==> config.mk <==
export PLATFORM = sky130hd
export DESIGN_NAME = alu_seq
export DESIGN_NICKNAME = d
export VERILOG_FILES = /design/src/rtl/alu_seq.sv
export SDC_FILE = /design/constraint.sdc
export NUM_CORES = 1
export LEC_CHECK = 0
export CORE_MARGIN = 2
export CORE_UTILIZATION = 40
export DETAILED_ROUTE_END_ITERATION = 10
export PLACE_DENSITY_LB_ADDON = 0.15
export SYNTH_ARGS = -nofsm -noshare
export SYNTH_HDL_FRONTEND = slang
export SYNTH_SLANG_ARGS = --single-unit
==> constraint.sdc <==
create_clock -name CLK -period 4.2 [get_ports CLK]
set_input_delay 0.63 -clock CLK [delete_from_list [all_inputs] [get_ports CLK]]
set_output_delay 0.63 -clock CLK [all_outputs]
set_load 0.02 [all_outputs]
==> src/rtl/alu_seq.sv <==
// Registered ALU with a START/BUSY/READY handshake. FWD/ADD/AND/OR finish in one cycle.
// MUL (unsigned shift-add) and SLL/SRA/ROR (one bit per cycle) are iterative.
module alu_seq #(
  parameter int WIDTH = 8
) (
  input  logic             CLK,
  input  logic             RESET,
  input  logic [WIDTH-1:0] DATA1,
  input  logic [WIDTH-1:0] DATA2,
  input  logic [2:0]       SELECT,
  input  logic             START,
  output logic [WIDTH-1:0] RESULT,
  output logic             READY,
  output logic             BUSY,
  output logic             ZERO,
  output logic             OVF
);

  localparam int CW = $clog2(WIDTH + 1);
  localparam logic [CW-1:0]    CNT_FULL = CW'(WIDTH);
  localparam logic [WIDTH-1:0] W_OPND   = WIDTH'(WIDTH);

  localparam logic [2:0] OP_FWD = 3'b000;
  localparam logic [2:0] OP_ADD = 3'b001;
  localparam logic [2:0] OP_AND = 3'b010;
  localparam logic [2:0] OP_OR  = 3'b011;
  localparam logic [2:0] OP_MUL = 3'b100;
  localparam logic [2:0] OP_SLL = 3'b101;
  localparam logic [2:0] OP_SRA = 3'b110;
  localparam logic [2:0] OP_ROR = 3'b111;

  typedef enum logic [1:0] {S_IDLE, S_MUL, S_SHIFT} state_t;

  state_t               state, state_nxt;
  logic [CW-1:0]        cnt, cnt_nxt;
  logic [2:0]           op, op_nxt;
  logic [2*WIDTH-1:0]   prod, prod_nxt, mcand, mcand_nxt, prod_step;
  logic [WIDTH-1:0]     mplier, mplier_nxt;
  logic [WIDTH-1:0]     shreg, shreg_nxt, sh_step;
  logic [WIDTH-1:0]     result, result_nxt, sum;
  logic [CW-1:0]        shamt;
  logic                 ready_nxt, ovf, ovf_nxt, zero;

  function automatic logic add_ovf(input logic [WIDTH-1:0] a, input logic [WIDTH-1:0] b,
                                   input logic [WIDTH-1:0] s);
    return (a[WIDTH-1] == b[WIDTH-1]) && (s[WIDTH-1] != a[WIDTH-1]);
  endfunction

  function automatic logic [WIDTH-1:0] shift_one(input logic [2:0] sel, input logic [WIDTH-1:0] v);
    logic signed [WIDTH-1:0] sv;
    sv = signed'(v);
    case (sel)
      OP_SLL:  return v << 1;
      OP_SRA:  return unsigned'(sv >>> 1);
      OP_ROR:  return {v[0], v[WIDTH-1:1]};
      default: return v;
    endcase
  endfunction

  always_comb begin
    state_nxt  = state;
    cnt_nxt    = cnt;
    op_nxt     = op;
    prod_nxt   = prod;
    mcand_nxt  = mcand;
    mplier_nxt = mplier;
    shreg_nxt  = shreg;
    result_nxt = result;
    ovf_nxt    = ovf;
    ready_nxt  = 1'b0;
    sum        = DATA1 + DATA2;
    shamt      = (DATA2 < W_OPND) ? DATA2[CW-1:0] : CNT_FULL;
    prod_step  = mplier[0] ? prod + mcand : prod;
    sh_step    = shift_one(op, shreg);

    case (state)
      S_IDLE: begin
        if (START) begin
          op_nxt = SELECT;
          case (SELECT)
            OP_FWD: begin result_nxt = DATA2;         ovf_nxt = 1'b0; ready_nxt = 1'b1; end
            OP_ADD: begin result_nxt = sum; ovf_nxt = add_ovf(DATA1, DATA2, sum); ready_nxt = 1'b1; end
            OP_AND: begin result_nxt = DATA1 & DATA2; ovf_nxt = 1'b0; ready_nxt = 1'b1; end
            OP_OR:  begin result_nxt = DATA1 | DATA2; ovf_nxt = 1'b0; ready_nxt = 1'b1; end
            OP_MUL: begin
              state_nxt  = S_MUL;
              cnt_nxt    = CNT_FULL;
              prod_nxt   = '0;
              mcand_nxt  = {{WIDTH{1'b0}}, DATA1};
              mplier_nxt = DATA2;
            end
            default: begin
              // A zero shift amount completes immediately, like a single-cycle op.
              if (shamt == '0) begin
                result_nxt = DATA1;
                ovf_nxt    = 1'b0;
                ready_nxt  = 1'b1;
              end else begin
                state_nxt = S_SHIFT;
                cnt_nxt   = shamt;
                shreg_nxt = DATA1;
              end
            end
          endcase
        end
      end
      S_MUL: begin
        prod_nxt   = prod_step;
        mcand_nxt  = mcand << 1;
        mplier_nxt = mplier >> 1;
        cnt_nxt    = cnt - CW'(1);
        if (cnt == CW'(1)) begin
          result_nxt = prod_step[WIDTH-1:0];
          ovf_nxt    = |prod_step[2*WIDTH-1:WIDTH];
          ready_nxt  = 1'b1;
          state_nxt  = S_IDLE;
        end
      end
      S_SHIFT: begin
        shreg_nxt = sh_step;
        cnt_nxt   = cnt - CW'(1);
        if (cnt == CW'(1)) begin
          result_nxt = sh_step;
          ovf_nxt    = 1'b0;
          ready_nxt  = 1'b1;
          state_nxt  = S_IDLE;
        end
      end
      default: state_nxt = S_IDLE;
    endcase
  end

  always_ff @(posedge CLK) begin
    if (RESET) begin
      state  <= S_IDLE;
      cnt    <= '0;
      result <= '0;
      READY  <= 1'b0;
      zero   <= 1'b1;
      ovf    <= 1'b0;
    end else begin
      state  <= state_nxt;
      cnt    <= cnt_nxt;
      result <= result_nxt;
      READY  <= ready_nxt;
      zero   <= (result_nxt == '0);
      ovf    <= ovf_nxt;
    end
  end

  // Working operands are only meaningful while an op is in flight, so they carry no reset.
  always_ff @(posedge CLK) begin
    op     <= op_nxt;
    prod   <= prod_nxt;
    mcand  <= mcand_nxt;
    mplier <= mplier_nxt;
    shreg  <= shreg_nxt;
  end

  assign RESULT = result;
  assign ZERO   = zero;
  assign OVF    = ovf;
  assign BUSY   = (state != S_IDLE);

endmodule

==> results.md <==
- The startpoint identified for the worst register-to-register timing path is prod[0].
- The I/O pin count is 34.
- The first global-routing pass estimated between 20,000 and 25,000 um of wire.
- For the pin with the worst max-slew slack, the measured transition is about 830 ps.
- Of the total synthesized cell area, the portion taken by XOR and XNOR cells is 0.0295.
- In this run, distinct cell masters in the synthesized netlist total slightly above 70.
- Of the post-synthesis cell area, the part taken by muxes is 0.0218.
- Yosys printed 0 warnings.
- In this run the tool buffered the top-level ports with 33 buffer cells.
- TritonCTS built the clock tree.
- The total power per unit cell area is ~370 mW/mm2.
- Setup repair after global routing left no endpoint under its margin.
- The top-area cell type share of the netlist area is 0.303.
- The worst path in the final design needs a cycle of around 3100 ps, including I/O delays and setup.
- The post-CTS setup buffer count is 0.
- After synthesis, the share of flip-flops with an asynchronous set or reset is 0.
- The total routing usage reported by global routing is 0.229.
- The number of synthesized flops with an enable pin is between 50 and 60.
- At the later pin of the worst-skew pair, clock insertion delay measures ~340 ps.
- The TritonCTS sink count is 68.
- The register share of total power is 0.389.
- The placeable core region is 0.0125 mm2.
- By instance count, the cell type seen most on the critical path is sky130_fd_sc_hd__a211oi_1.
- The clock power share is 0.329.
- Max-cap violations in this run came to 0.
- The required time at the worst-slack endpoint is 4440 ps.
- For this run, the register share of the synthesized area comes to 0.371.
- Traced cell by cell, the critical path runs through clkdlybuf4s50_1 -> inv_1 -> ha_1 -> a211oi_1 -> o21bai_1 -> a21oi_1 -> xor2_1 -> o21ai_1 -> a211oi_1 -> nand4_1 -> o41ai_2.
- Once detail routing completed, the nets flagged for antenna violations numbered 0.
- Dividing the synthesized area by the synthesized cell count gives 8.84 um2.
- After detailed routing, the average wire length per cell comes to 19.0 um.
- The count of standard-cell rows is 41.
- In the finished design, the share of the clock period the worst path needs comes to 0.731.
- Sorting the synthesized cells by area gives the leading types as sky130_fd_sc_hd__edfxtp_1, sky130_fd_sc_hd__ha_1, sky130_fd_sc_hd__dfxtp_1.
- The cell leakage power is 0.00218 uW.
- The min-delay analysis places its worst path in the category reg -> reg.
- Of the cells placed in the final design, the portion with a size suffix greater than 1 is 0.0699.
- The internal portion of the total power is about 1400 uW.
- The critical path arrival is 3310 ps.
- The synthesized design contains between 60 and 70 register bits.
- In the routed design, unresolved DRC markers number 0.
- The die is 116 um wide.
- The final count of hold timing violations is 0.
- Once detailed placement completed, the half-perimeter wirelength came to roughly 11,000 um.
- The post-detailed-route via-to-cell ratio is 5.62.
- The number of antenna violations at the first check in global routing came to 0.
- The post-synthesis to final-layout area growth is 15.0%.
- The run finished with clean final reports.
- The biggest fanout along the worst timing path is 6.
- Counting every net in the synthesized netlist gives 632.
- The area fraction in compound gates after synthesis is 0.251.
- The total clock buffers created by CTS is 9.
- The cell sitting at the root of the clock tree is a sky130_fd_sc_hd__clkbuf_16.
- The main combinational cell family by area after synthesis is compound AO/OA/AOI/OAI gates.
- The final wirelength is 14,700 um.
- The worst hold path passes through 2 cells.
- The dominant cell type by area after synthesis is sky130_fd_sc_hd__edfxtp_1.
- The depth of the worst register-to-register path is 10.
- The number of instances resized during post-cts repair is 0.
- Static timing analysis puts the maximum clock frequency at between 300 and 400 MHz.
- The worst stage delay on the critical path is 630 ps.
- The final antenna diode count is 0.
- Between clock sinks in the finished design, the worst skew comes to a little under 9 ps.
- The die covers 0.0135 mm2.
- The part of the total power dissipated in combinational logic is 0.283.
- Together, buffers and inverters on the worst path number 2.
- The kind of end point of the critical path is a flop.
- The nature of the critical path startpoint is an input pin.
- Among all flip-flop cells after synthesis, the most frequent one is sky130_fd_sc_hd__edfxtp_1.
- The startpoint identified for the worst hold timing path is cnt[1].
- The category of the critical setup timing path is in -> reg.
- The via count of the first global-routing pass was 4,122.
- The post-synthesis instance area is 0.00505 mm2.
- Setup total negative slack on the finished layout was measured at 0 ps.
- Entering global routing, the biggest net connects 44 pins.
- The hold buffer count at cts is 0.
- The worst flop-to-flop path endpoint is OVF.
- The commonest cells after synthesis are sky130_fd_sc_hd__nand2_1, sky130_fd_sc_hd__o21ai_0, sky130_fd_sc_hd__nor2_1.
- The path with the worst hold slack has its endpoint at cnt[1].
- For this design the total switching power over the nets is 730 uW.
- The maximum ir drop on the vdd rail is 145 uV.
- Of the total synthesized cell area, the portion taken by AND, OR, NAND and NOR gates is 0.173.
- In the final design database the tool counted 657 nets.
- The gate count after technology mapping is 571.
- The number of pins exceeding their max-slew limit in the final report is 0.
- The most frequent cell after synthesis is sky130_fd_sc_hd__nand2_1.
- Across all register-to-register paths, the minimum setup slack is 1270 ps.
- The first TritonRoute pass finished after 5 iterations.
- Of the total power, the share spent switching nets is 0.339.
- For this block, the via count after detailed routing is 4,348.
- The final global-route overflow total is 0.
- The maximum root-to-sink buffer count is 2.
- The setup-violating endpoint count in the final report is 0.
- After clock tree synthesis, the clock-pin slew on the worst setup and hold paths is 60 ps.
- The final weighted congestion in routability-driven placement is 0.922.
- For this configuration, the core starts out at a cell density of 0.405.
- The slowest stage of the critical path is the sky130_fd_sc_hd__clkdlybuf4s50_1 cell.
- Among cell families on the critical path, the largest total delay comes from compound AO/OA/AOI/OAI gates.
- The die is between 100 and 150 um tall.
- The initial DRC count is ~260.
- The design draws 2150 uW.
- The number of levels the H-tree was split into is 3.
- The worst relative slew slack is 0.448.
- Of the total synthesized cell area, the portion taken by full adders, half adders and majority gates is 0.0997.
cells in the final DEF, fill, tap and decap left out, types with 3 or more instances in the layout:
master                             n
sky130_fd_sc_hd__nor2_1           55
sky130_fd_sc_hd__nor2b_1           3
sky130_fd_sc_hd__edfxtp_1         51
sky130_fd_sc_hd__nand4_1           3
sky130_fd_sc_hd__clkinvlp_4        3
sky130_fd_sc_hd__a21oi_2           3
sky130_fd_sc_hd__o21ai_1           6
sky130_fd_sc_hd__o21ai_0          57
sky130_fd_sc_hd__a31oi_1           4
sky130_fd_sc_hd__a21o_1           11
sky130_fd_sc_hd__nand2b_1          8
sky130_fd_sc_hd__a211oi_1          8
sky130_fd_sc_hd__a221oi_1          3
sky130_fd_sc_hd__nand2_1          59
sky130_fd_sc_hd__ha_1             37
sky130_fd_sc_hd__buf_4             6
sky130_fd_sc_hd__dfxtp_1          17
sky130_fd_sc_hd__clkbuf_16         9
sky130_fd_sc_hd__nor4_1            3
sky130_fd_sc_hd__xor2_1            6
sky130_fd_sc_hd__a22oi_1           4
sky130_fd_sc_hd__nand3_1          10
sky130_fd_sc_hd__nor3_1            9
sky130_fd_sc_hd__o21bai_1          5
sky130_fd_sc_hd__o21a_1            6
sky130_fd_sc_hd__xnor2_1          11
sky130_fd_sc_hd__mux2i_1          11
sky130_fd_sc_hd__inv_1            41
sky130_fd_sc_hd__and2_1           15
sky130_fd_sc_hd__o211ai_1         10
sky130_fd_sc_hd__nor3b_1           5
sky130_fd_sc_hd__a21oi_1          33
sky130_fd_sc_hd__clkdlybuf4s50_1  33
sky130_fd_sc_hd__o22ai_1           6
metal layers:
| metal | part of all wire | GRT usage | vias up |
|---|---|---|---|
| met4 | 0.015 | 0.0627 | 0 |
| met1 | 0.49 | 0.327 | 2086 |
| met2 | 0.46 | 0.355 | 122 |
| met3 | 0.043 | 0.0431 | 12 |
| met5 | 0 | 0 | - |
| li1 | - | - | 2128 |
metrics by stage:
stage / hold slack (ps) / setup WS [ps] / cells / cell area (um2) / utilization
5_1_grt: 537 / 928 / 773 / 5800 / 0.465
3_5_place_dp: 523 / 772 / 757 / 5530 / 0.444
4_1_cts: 532 / 1130 / 773 / 5800 / 0.465
2_1_floorplan: 479 / 535 / 571 / 5050 / -
6_report: 521 / 1130 / 773 / 5800 / 0.465
3_3_place_gp: 503 / 892 / 757 / 5530 / 0.444
worst reg2reg max path: stages (launching register included):
cell	delay, ps
sky130_fd_sc_hd__edfxtp_1	390
sky130_fd_sc_hd__ha_1	230
sky130_fd_sc_hd__fa_1	430
sky130_fd_sc_hd__a21oi_2	200
sky130_fd_sc_hd__o211ai_1	210
sky130_fd_sc_hd__a41oi_1	410
sky130_fd_sc_hd__o21ai_1	130
sky130_fd_sc_hd__xnor2_1	130
sky130_fd_sc_hd__mux2i_1	250
sky130_fd_sc_hd__nor4b_2	290
sky130_fd_sc_hd__a41oi_2	140
cells by family after synthesis:
group,count (synthesis)
compound gates,188
flops,68
simple gates,182
buf+inv,66
mux,11
fa+ha+maj,39
xor+xnor,17
area by class of cell:
class | count | area [um2]
fill | 1223 | 6660
multi-input combinational | 437 | 2920
sequential | 68 | 1870
timing repair buffer | 39 | 375
clock buffer | 10 | 229
tap | 172 | 215
inverter | 41 | 154
clock inverter | 6 | 41.3
state kept, by name, indices dropped and copies added, names as in the netlist:
name	count
mcand	16
prod	16
RESULT	8
mplier	8
shreg	8
cnt	4
op	3
state	2
OVF	1
READY	1
ZERO	1
worst max-delay path by stage:
| stage | to | cells after the start | from |
|---|---|---|---|
| detailed placement | ZERO | 11 | DATA2[1] |
| floorplan | mcand[0] | 4 | SELECT[2] |
| global route | ZERO | 11 | DATA2[1] |
| CTS | ZERO | 11 | DATA2[1] |
| global placement | OVF | 11 | DATA2[1] |
| finish | ZERO | 11 | DATA2[1] |
power groups by stage:
| stage | Clock, uW | Sequential (uW) | Combinational (uW) |
|---|---|---|---|
| floorplan | 0 | 847 | 389 |
| global placement | 0 | 849 | 596 |
| detailed placement | 0 | 849 | 602 |
| CTS | 721 | 835 | 606 |
| global route | 746 | 842 | 665 |
| finish | 707 | 836 | 608 |
Note: power is estimated with default switching activity, not from simulation.
